<file path="config.mk">
export PLATFORM = sky130hd
export DESIGN_NAME = ram_port_arbiter
export DESIGN_NICKNAME = d
export VERILOG_FILES = /design/src/rtl/ram_port_arbiter.sv
export SDC_FILE = /design/constraint.sdc
export NUM_CORES = 1
export LEC_CHECK = 0
export CORE_UTILIZATION = 44
export DETAILED_ROUTE_END_ITERATION = 16
export HOLD_SLACK_MARGIN = 0.06
export PLACE_DENSITY = 0.95
export SETUP_SLACK_MARGIN = 0.15
export SYNTH_ARGS = -nofsm -noshare
export SYNTH_HDL_FRONTEND = slang
export SYNTH_SLANG_ARGS = --single-unit
export TNS_END_PERCENT = 100
</file>
<file path="constraint.sdc">
create_clock -name clk -period 2.5 [get_ports clk]
set_clock_uncertainty 0.05 [all_clocks]
set_input_delay 0.5 -clock clk [delete_from_list [all_inputs] [get_ports clk]]
set_output_delay 0.5 -clock clk [all_outputs]
set_load 0.01 [all_outputs]
</file>
<file path="src/rtl/ram_port_arbiter.sv">
// ram_port_arbiter: shares one single-port synchronous-read RAM between a CPU bus port and a debug/loader port.
// Latency: write ack 2 cycles after the request is seen in IDLE, read ack 2+RD_LAT cycles; rdata valid with ack.
// Backpressure: requesters hold req until their one-cycle ready/ack; a losing requester simply stays pending.
//
// Ports:
//   clk, rst                      clock and synchronous active-high reset
//   cpu_req/we/addr/wdata         CPU request (held until cpu_ready), cpu_rdata/cpu_ready response
//   dbg_req/we/addr/wdata         debug request (held until dbg_ack), dbg_rdata/dbg_ack response
//   ram_addr/ram_we/ram_din       RAM command side, ram_dout RAM read data (RD_LAT cycles after address)
//   owner                         requester holding the RAM: 00 none, 01 CPU, 10 debug
// Build option: define RAM_ARB_RR_EN for round-robin contention; otherwise the CPU has fixed priority.

module ram_port_arbiter #(
  parameter int AW     = 10,
  parameter int DW     = 32,
  parameter int RD_LAT = 1
) (
  input  logic          clk,
  input  logic          rst,
  input  logic          cpu_req,
  input  logic          cpu_we,
  input  logic [AW-1:0] cpu_addr,
  input  logic [DW-1:0] cpu_wdata,
  output logic [DW-1:0] cpu_rdata,
  output logic          cpu_ready,
  input  logic          dbg_req,
  input  logic          dbg_we,
  input  logic [AW-1:0] dbg_addr,
  input  logic [DW-1:0] dbg_wdata,
  output logic [DW-1:0] dbg_rdata,
  output logic          dbg_ack,
  output logic [AW-1:0] ram_addr,
  output logic          ram_we,
  output logic [DW-1:0] ram_din,
  input  logic [DW-1:0] ram_dout,
  output logic [1:0]    owner
);

  typedef enum logic [1:0] {S_IDLE, S_GRANT, S_WAIT, S_DONE} state_e;

  localparam logic [1:0] OWN_NONE = 2'b00;
  localparam logic [1:0] OWN_CPU  = 2'b01;
  localparam logic [1:0] OWN_DBG  = 2'b10;

  // WAIT counts down from RD_LAT-1; the cycle where it reads zero is the one
  // in which ram_dout carries the addressed word.
  localparam logic [1:0] WAIT_INIT = 2'(RD_LAT - 1);

  state_e        state_q, state_d;
  logic [1:0]    owner_q, owner_d;
  logic          we_q, we_d;
  logic [AW-1:0] addr_q, addr_d;
  logic [DW-1:0] wdata_q, wdata_d;
  logic [1:0]    cnt_q, cnt_d;
  logic [DW-1:0] cpu_rdata_q, cpu_rdata_d;
  logic [DW-1:0] dbg_rdata_q, dbg_rdata_d;
  logic          any_req;
  logic          dbg_wins;

  assign any_req = cpu_req | dbg_req;

`ifdef RAM_ARB_RR_EN
  // 1 = debug was served last, so the CPU takes the next contention.
  logic last_dbg_q, last_dbg_d;

  always_comb begin
    dbg_wins = dbg_req && (!cpu_req || !last_dbg_q);
  end

  always_comb begin
    last_dbg_d = last_dbg_q;
    if (state_q == S_IDLE && any_req) begin
      last_dbg_d = dbg_wins;
    end
  end

  always_ff @(posedge clk) begin
    if (rst) begin
      last_dbg_q <= 1'b1;
    end else begin
      last_dbg_q <= last_dbg_d;
    end
  end
`else
  // Fixed priority: debug only wins when the CPU is not asking.
  always_comb begin
    dbg_wins = dbg_req && !cpu_req;
  end
`endif

  always_comb begin
    state_d     = state_q;
    owner_d     = owner_q;
    we_d        = we_q;
    addr_d      = addr_q;
    wdata_d     = wdata_q;
    cnt_d       = cnt_q;
    cpu_rdata_d = cpu_rdata_q;
    dbg_rdata_d = dbg_rdata_q;

    case (state_q)
      S_IDLE: begin
        if (any_req) begin
          // Request fields are captured only here; later changes are ignored.
          state_d = S_GRANT;
          if (dbg_wins) begin
            owner_d = OWN_DBG;
            we_d    = dbg_we;
            addr_d  = dbg_addr;
            wdata_d = dbg_wdata;
          end else begin
            owner_d = OWN_CPU;
            we_d    = cpu_we;
            addr_d  = cpu_addr;
            wdata_d = cpu_wdata;
          end
        end
      end
      S_GRANT: begin
        if (we_q) begin
          state_d = S_DONE;
        end else begin
          state_d = S_WAIT;
          cnt_d   = WAIT_INIT;
        end
      end
      S_WAIT: begin
        if (cnt_q == 2'd0) begin
          state_d = S_DONE;
          if (owner_q == OWN_DBG) begin
            dbg_rdata_d = ram_dout;
          end else begin
            cpu_rdata_d = ram_dout;
          end
        end else begin
          cnt_d = cnt_q - 2'd1;
        end
      end
      S_DONE: begin
        state_d = S_IDLE;
        owner_d = OWN_NONE;
      end
      default: begin
        state_d = S_IDLE;
        owner_d = OWN_NONE;
      end
    endcase
  end

  always_ff @(posedge clk) begin
    if (rst) begin
      state_q     <= S_IDLE;
      owner_q     <= OWN_NONE;
      we_q        <= 1'b0;
      addr_q      <= '0;
      wdata_q     <= '0;
      cnt_q       <= 2'd0;
      cpu_rdata_q <= '0;
      dbg_rdata_q <= '0;
    end else begin
      state_q     <= state_d;
      owner_q     <= owner_d;
      we_q        <= we_d;
      addr_q      <= addr_d;
      wdata_q     <= wdata_d;
      cnt_q       <= cnt_d;
      cpu_rdata_q <= cpu_rdata_d;
      dbg_rdata_q <= dbg_rdata_d;
    end
  end

  // The latched address/data double as the RAM command registers, so they
  // naturally hold their last value whenever no access is in progress.
  assign ram_addr  = addr_q;
  assign ram_din   = wdata_q;
  assign ram_we    = (state_q == S_GRANT) && we_q;
  assign cpu_ready = (state_q == S_DONE) && (owner_q == OWN_CPU);
  assign dbg_ack   = (state_q == S_DONE) && (owner_q == OWN_DBG);
  assign cpu_rdata = cpu_rdata_q;
  assign dbg_rdata = dbg_rdata_q;
  assign owner     = owner_q;

endmodule
</file>
**Yosys cells after proc, flatten, opt, wreduce, memory -nomap -nowiden**

Cells that the tools add are included.

- Input port bits: 122
- Output and inout bits: 111
- Bits in registers: 113
- Logic and storage cells: 48

- Multiplexer cells: 13
- Bitwise operators: 2
- Reduce and logical (&&, ||, !) cells: 15
- Equality and inequality tests: 9
- Add/sub/neg operators: 1

Operator list:

| cell | number |
|---|---|
| two-way mux 32 bit | 1 |
| two-way mux 2 bit | 6 |
| two-way mux 10 bit | 1 |
| AND reduction 3 bit | 3 |
| inequality test 2 bit (second input constant) | 4 |
| case mux 2 bit (2 select lines) | 2 |
| case mux 2 bit (4 select lines) | 1 |
| equality test 2 bit (second input constant) | 3 |
| AND reduction 2 bit | 3 |
| equality test 2 x 1 -> 1 bit (second input constant) | 2 |
| logical AND 1 bit | 4 |
| logical NOT 2 bit | 2 |
| nonzero test 2 bit | 2 |
| two-way mux 1 bit | 2 |
| subtractor 2 x 1 -> 2 bit (second input constant) | 1 |
| logical NOT 1 bit | 1 |
| inverter 1 bit | 1 |
| OR 1 bit | 1 |

**Depth between registers and ports, before layout**

Gate-level depths: netlist of the first run.

- Depth in word-level cells: 5
- Depth in mapped cells: 8
- Depth with buffers taken out: 5

**Worst setup path after synthesis of the first run**

Ideal clock, no wire load.

- Path type: reg2reg
- From: reg state_q[0]
- To: reg state_q[0]
- Stages on the path, launching flop included: 7
- Period minus slack after synthesis: 1.627 ns
- Library setup time: 0.086 ns
- Required time: 2.364 ns
- Slack: 0.873 ns
- Buffers on the path: 1
- Arrival: 1.491 ns
- Cell sequence: dfxtp_1 > inv_1 > ha_1 > buf_4 > nor2b_4 > or3_1 > a221oi_2

- Longest elaborated chain between the ends: 3
- Elaborated cells on any way between the ends: 8
- Those cells by class: eq/ne: 5; mux: 1; reduce/logical: 2

RTL lines:

| element | line | RTL |
|---|---|---|
| start, declared | 49 | `state_e state_q, state_d;` |
| start signal, assigned | 161 | `state_q <= state_d;` |
| equality test 2 bit or logical NOT 2 bit (tied branches) | 101 | `case (state_q)` |
| inequality test 2 bit (no source line) | -- |  |
| AND reduction 2 bit (no source line) | -- |  |

Several ways; a longest one is shown, not always the timed one.
A chain may end at the register's enable or synchronous reset.

**Worst setup path after layout of the first run**

- From: reg state_q[1]
- To: out cpu_ready

- Longest elaborated chain between the ends: 2

RTL lines:

| element | line | RTL |
|---|---|---|
| equality test 2 bit | 177 | `assign cpu_ready = (state_q == S_DONE) && (owner_q == OWN_CPU);` |
| logical AND 1 bit | 177 |  |
| end, declared | 25 | `output logic cpu_ready,` |

Every way passes these cells.

==> results of run 1 <==
==> cell families after synthesis <==
kind of cell,after synthesis
compound gates,153
fa+ha+maj,6
buf+inv,52
flops,113
mux,43
simple gates,164
==> how the worst max path moves through the flow <==
stage,startpoint,end,slack [ns],cells after the start
2_1_floorplan,state_q[0],state_q[0],0.87,6
3_3_place_gp,cpu_req,ram_din[22],0.46,5
3_5_place_dp,cpu_req,ram_din[16],0.33,5
4_1_cts,state_q[1],cpu_ready,0.20,3
5_1_grt,state_q[1],ram_we,0.16,4
6_report,state_q[1],cpu_ready,0.21,3
==> metal layers <==
metal	vias up	share of wire	GRT usage
li1	2296	-	-
met1	2219	0.37	0.280
met2	230	0.53	0.493
met3	38	0.070	0.0847
met4	0	0.029	0.116
met5	-	0	0
==> synth_stat cells, drive strengths merged <==
cell type / instances / area [sq um]
dfxtp: 113 / 2260
a21oi: 67 / 335
nand2: 65 / 244
nor2: 47 / 176
a211oi: 44 / 330
mux2i: 43 / 430
o21ai: 37 / 185
nand3: 32 / 160
clkbuf: 25 / 93.8
buf: 23 / 210
ha: 6 / 75.1
and2: 4 / 27.5
inv: 4 / 15.0
nand2b: 2 / 20.0
nor2b: 2 / 20.0
nor3b: 2 / 15.0
or4b: 2 / 20.0
a221oi: 1 / 15.0
a31oi: 1 / 6.26
and2b: 1 / 7.51
and3b: 1 / 8.76
and4b: 1 / 10.0
nand3b: 1 / 7.51
nand4b: 1 / 8.76
nor3: 1 / 5.00
o21a: 1 / 7.51
o21bai: 1 / 7.51
o31ai: 1 / 7.51
or3: 1 / 6.26
or3b: 1 / 8.76
==> worst min-delay path, delay by kind of cell (launching register included) <==
| family | cells | cell delay [ns] |
|---|---|---|
| AO/OA/AOI/OAI | 1 | 0.05 |
| flip-flops | 1 | 0.31 |
| AND/OR/NAND/NOR | 1 | 0.05 |
==> report_power, final <==
part | leakage, uW | internal (uW) | switching [uW]
combinational | 0.00169 | 1320 | 1340
sequential | 0.000925 | 2230 | 259
clock | 0.000290 | 1580 | 823
total | 0.00290 | 5130 | 2420
==> layout make-up <==
type,instances,area [sq um]
Multi-Input combinational cell,366,2160
Inverter,4,15.0
Sequential cell,113,2270
Clock inverter,10,134
Timing Repair Buffer,243,2430
Tap cell,136,170
Fill cell,673,2740
Clock buffer,21,459
==> per-stage QoR <==
stage	utilization	hold slack [ns]	area, sq um	total power [uW]	cells
2_1_floorplan	-	0.421	4730	3870	531
3_3_place_gp	0.677	0.391	7020	5020	862
3_5_place_dp	0.677	0.398	7020	5140	862
4_1_cts	0.736	0.406	7630	7580	893
5_1_grt	0.736	0.437	7630	7920	893
6_report	0.736	0.407	7630	7550	893
==> sequential cells by signal, summed over array words and instances (netlist names) <==
register   flops
owner          2
ram_addr      10
dbg_rdata     32
state_q        2
cnt_q          2
we_q           1
cpu_rdata     32
ram_din       32
==> flow_metrics.py, run 1 <==
metrics = {
    "cts": {
        "cts_setup_buffers": 0,
        "cts_hold_buf": 0,
        "clock_path_buffers": 2,
        "cts_made_buffers": 17,
        "htreeDepth": 4,
        "clock_latency_ns": 0.51,
        "clock-root-buffer": "clkbuf_8",
        "cts-resized-gates": 7,
        "clkTransAtPathRegs_ns": 0.06,
        "clock_sinks": 113,
        "tritoncts": "done",
    },
    "worst_hold_path": {
        "hold_class": "flop to flop",
        "hold_depth": 2,
        "hold_path_end": "dbg_rdata[27]",
        "min_from": "dbg_rdata[27]",
    },
    "setup_path": {
        "crit_path_end_kind": "output pin",
        "cp_cell_sequence": "ha_4 -> and3b_1 -> clkdlybuf4s50_1",
        "critical_path.max_stage_delay_ns": 0.52,
        "cp_max_fo": 5,
        "crit_family": "buffers and inverters",
        "critical_path_class": "flop to output pin",
        "critPathBufInv": 1,
        "rrSetupSlack_ns": 0.49,
        "r2r_cells": 5,
        "critPathArrivalTime_ns": 1.74,
        "required_ns": 1.95,
        "slowest_stage": "clkdlybuf4s50_1",
        "r2r-end": "cnt_q[1]",
        "start_kind": "flop",
        "reg2reg_from": "state_q[0]",
    },
    "floorplanning": {
        "core_area_sq_mm": 0.0104,
        "io_pins": 233,
        "die_area_sq_mm": 0.0112,
        "initial_utilization": 0.456,
        "num_rows": 37,
        "die_w_um": 106,
        "die_h_um": 106,
    },
    "synthesis": {
        "synth_top_family_by_area": "compound AO/OA/AOI/OAI gates",
        "syn_inst": 531,
        "synthSimpleGateAreaFrac": 0.158,
        "syn-num-nets": 659,
        "synth_compound_area_frac": 0.189,
        "avgSynthCellArea_sq_um": 8.90,
        "yosysWarnings": 0,
        "seq_area_frac_synth": 0.479,
        "syn_area_sq_mm": 0.00473,
        "synthAdderAreaFrac": 0.0159,
        "synth_xor_area_frac": 0,
        "ys_ff_latch": 113,
        "yosysUniqueCellTypes": 36,
        "synthMuxAreaShare": 0.0911,
    },
    "route": {
        "drtAntennaViolNets": 0,
        "viasPerCell": 5.36,
        "drc": 0,
        "routed_wl_mm": 14.8,
        "wl_per_cell_um": 16.6,
        "dr_total_vias": 4783,
        "drt_iter0_markers": 233,
        "drt_first_pass_iters": 4,
    },
    "timing": {
        "period_needed_ns": 2.29,
        "hold_viol_final": 0,
        "tightest_slew_ns": 0.666,
        "setup_ws_ns": 0.212,
        "slew_headroom": 0.556,
        "grt_setup_unrepaired": "false",
        "setup_tns_ns": 0,
        "drv_slew": 0,
        "finalCritPeriodShare": 0.915,
        "max_clock_freq_ghz": 0.437,
        "setup_violations": 0,
    },
    "power": {
        "peakVddDrop_mv": 0.618,
        "leakage_uw": 0.00290,
        "power_density_mw_per_mm2": 990,
    },
    "final_layout": {
        "final_common_cell": "clkdlybuf4s50_1",
        "final_cell_mix": "clkdlybuf4s50_1 (230), dfxtp_1 (109), a21oi_1 (67), nand2_1 (65), nor2_1 (47)",
        "nets": 873,
        "drive_gt1_frac": 0.0713,
        "syn_to_final_growth_pct": 61.4,
        "antenna_cells": 0,
    },
    "place": {
        "gp_congestion": 0.866,
        "dp_hpwl_mm": 10.5,
        "post-place-ws_ns": 0.331,
        "portBuffers": 232,
    },
    "global_routing": {
        "antenna_found_initial": 0,
        "grt_usage": 0.269,
        "grt_overflow": 0,
        "grt_pass1_wl_mm": 23.6,
        "grt_pass1_vias": 4960,
        "grt_max_degree": 61,
    },
    "run_status": {
        "status": "finished, final reports clean",
    },
    "run": {
        "cap_violations": 0,
    },
}
Note: power is estimated with default switching activity, not from simulation.
==> run 2: changes to the inputs <==
--- a/config.mk
+++ b/config.mk
@@ -10,6 +10,7 @@
 export HOLD_SLACK_MARGIN = 0.06
 export PLACE_DENSITY = 0.95
 export SETUP_SLACK_MARGIN = 0.15
+export SKIP_LAST_GASP = 1
 export SYNTH_ARGS = -nofsm -noshare
 export SYNTH_HDL_FRONTEND = slang
 export SYNTH_SLANG_ARGS = --single-unit
==> results of run 2 <==
Final layout, timing and power as in run 1 (identical DEF).
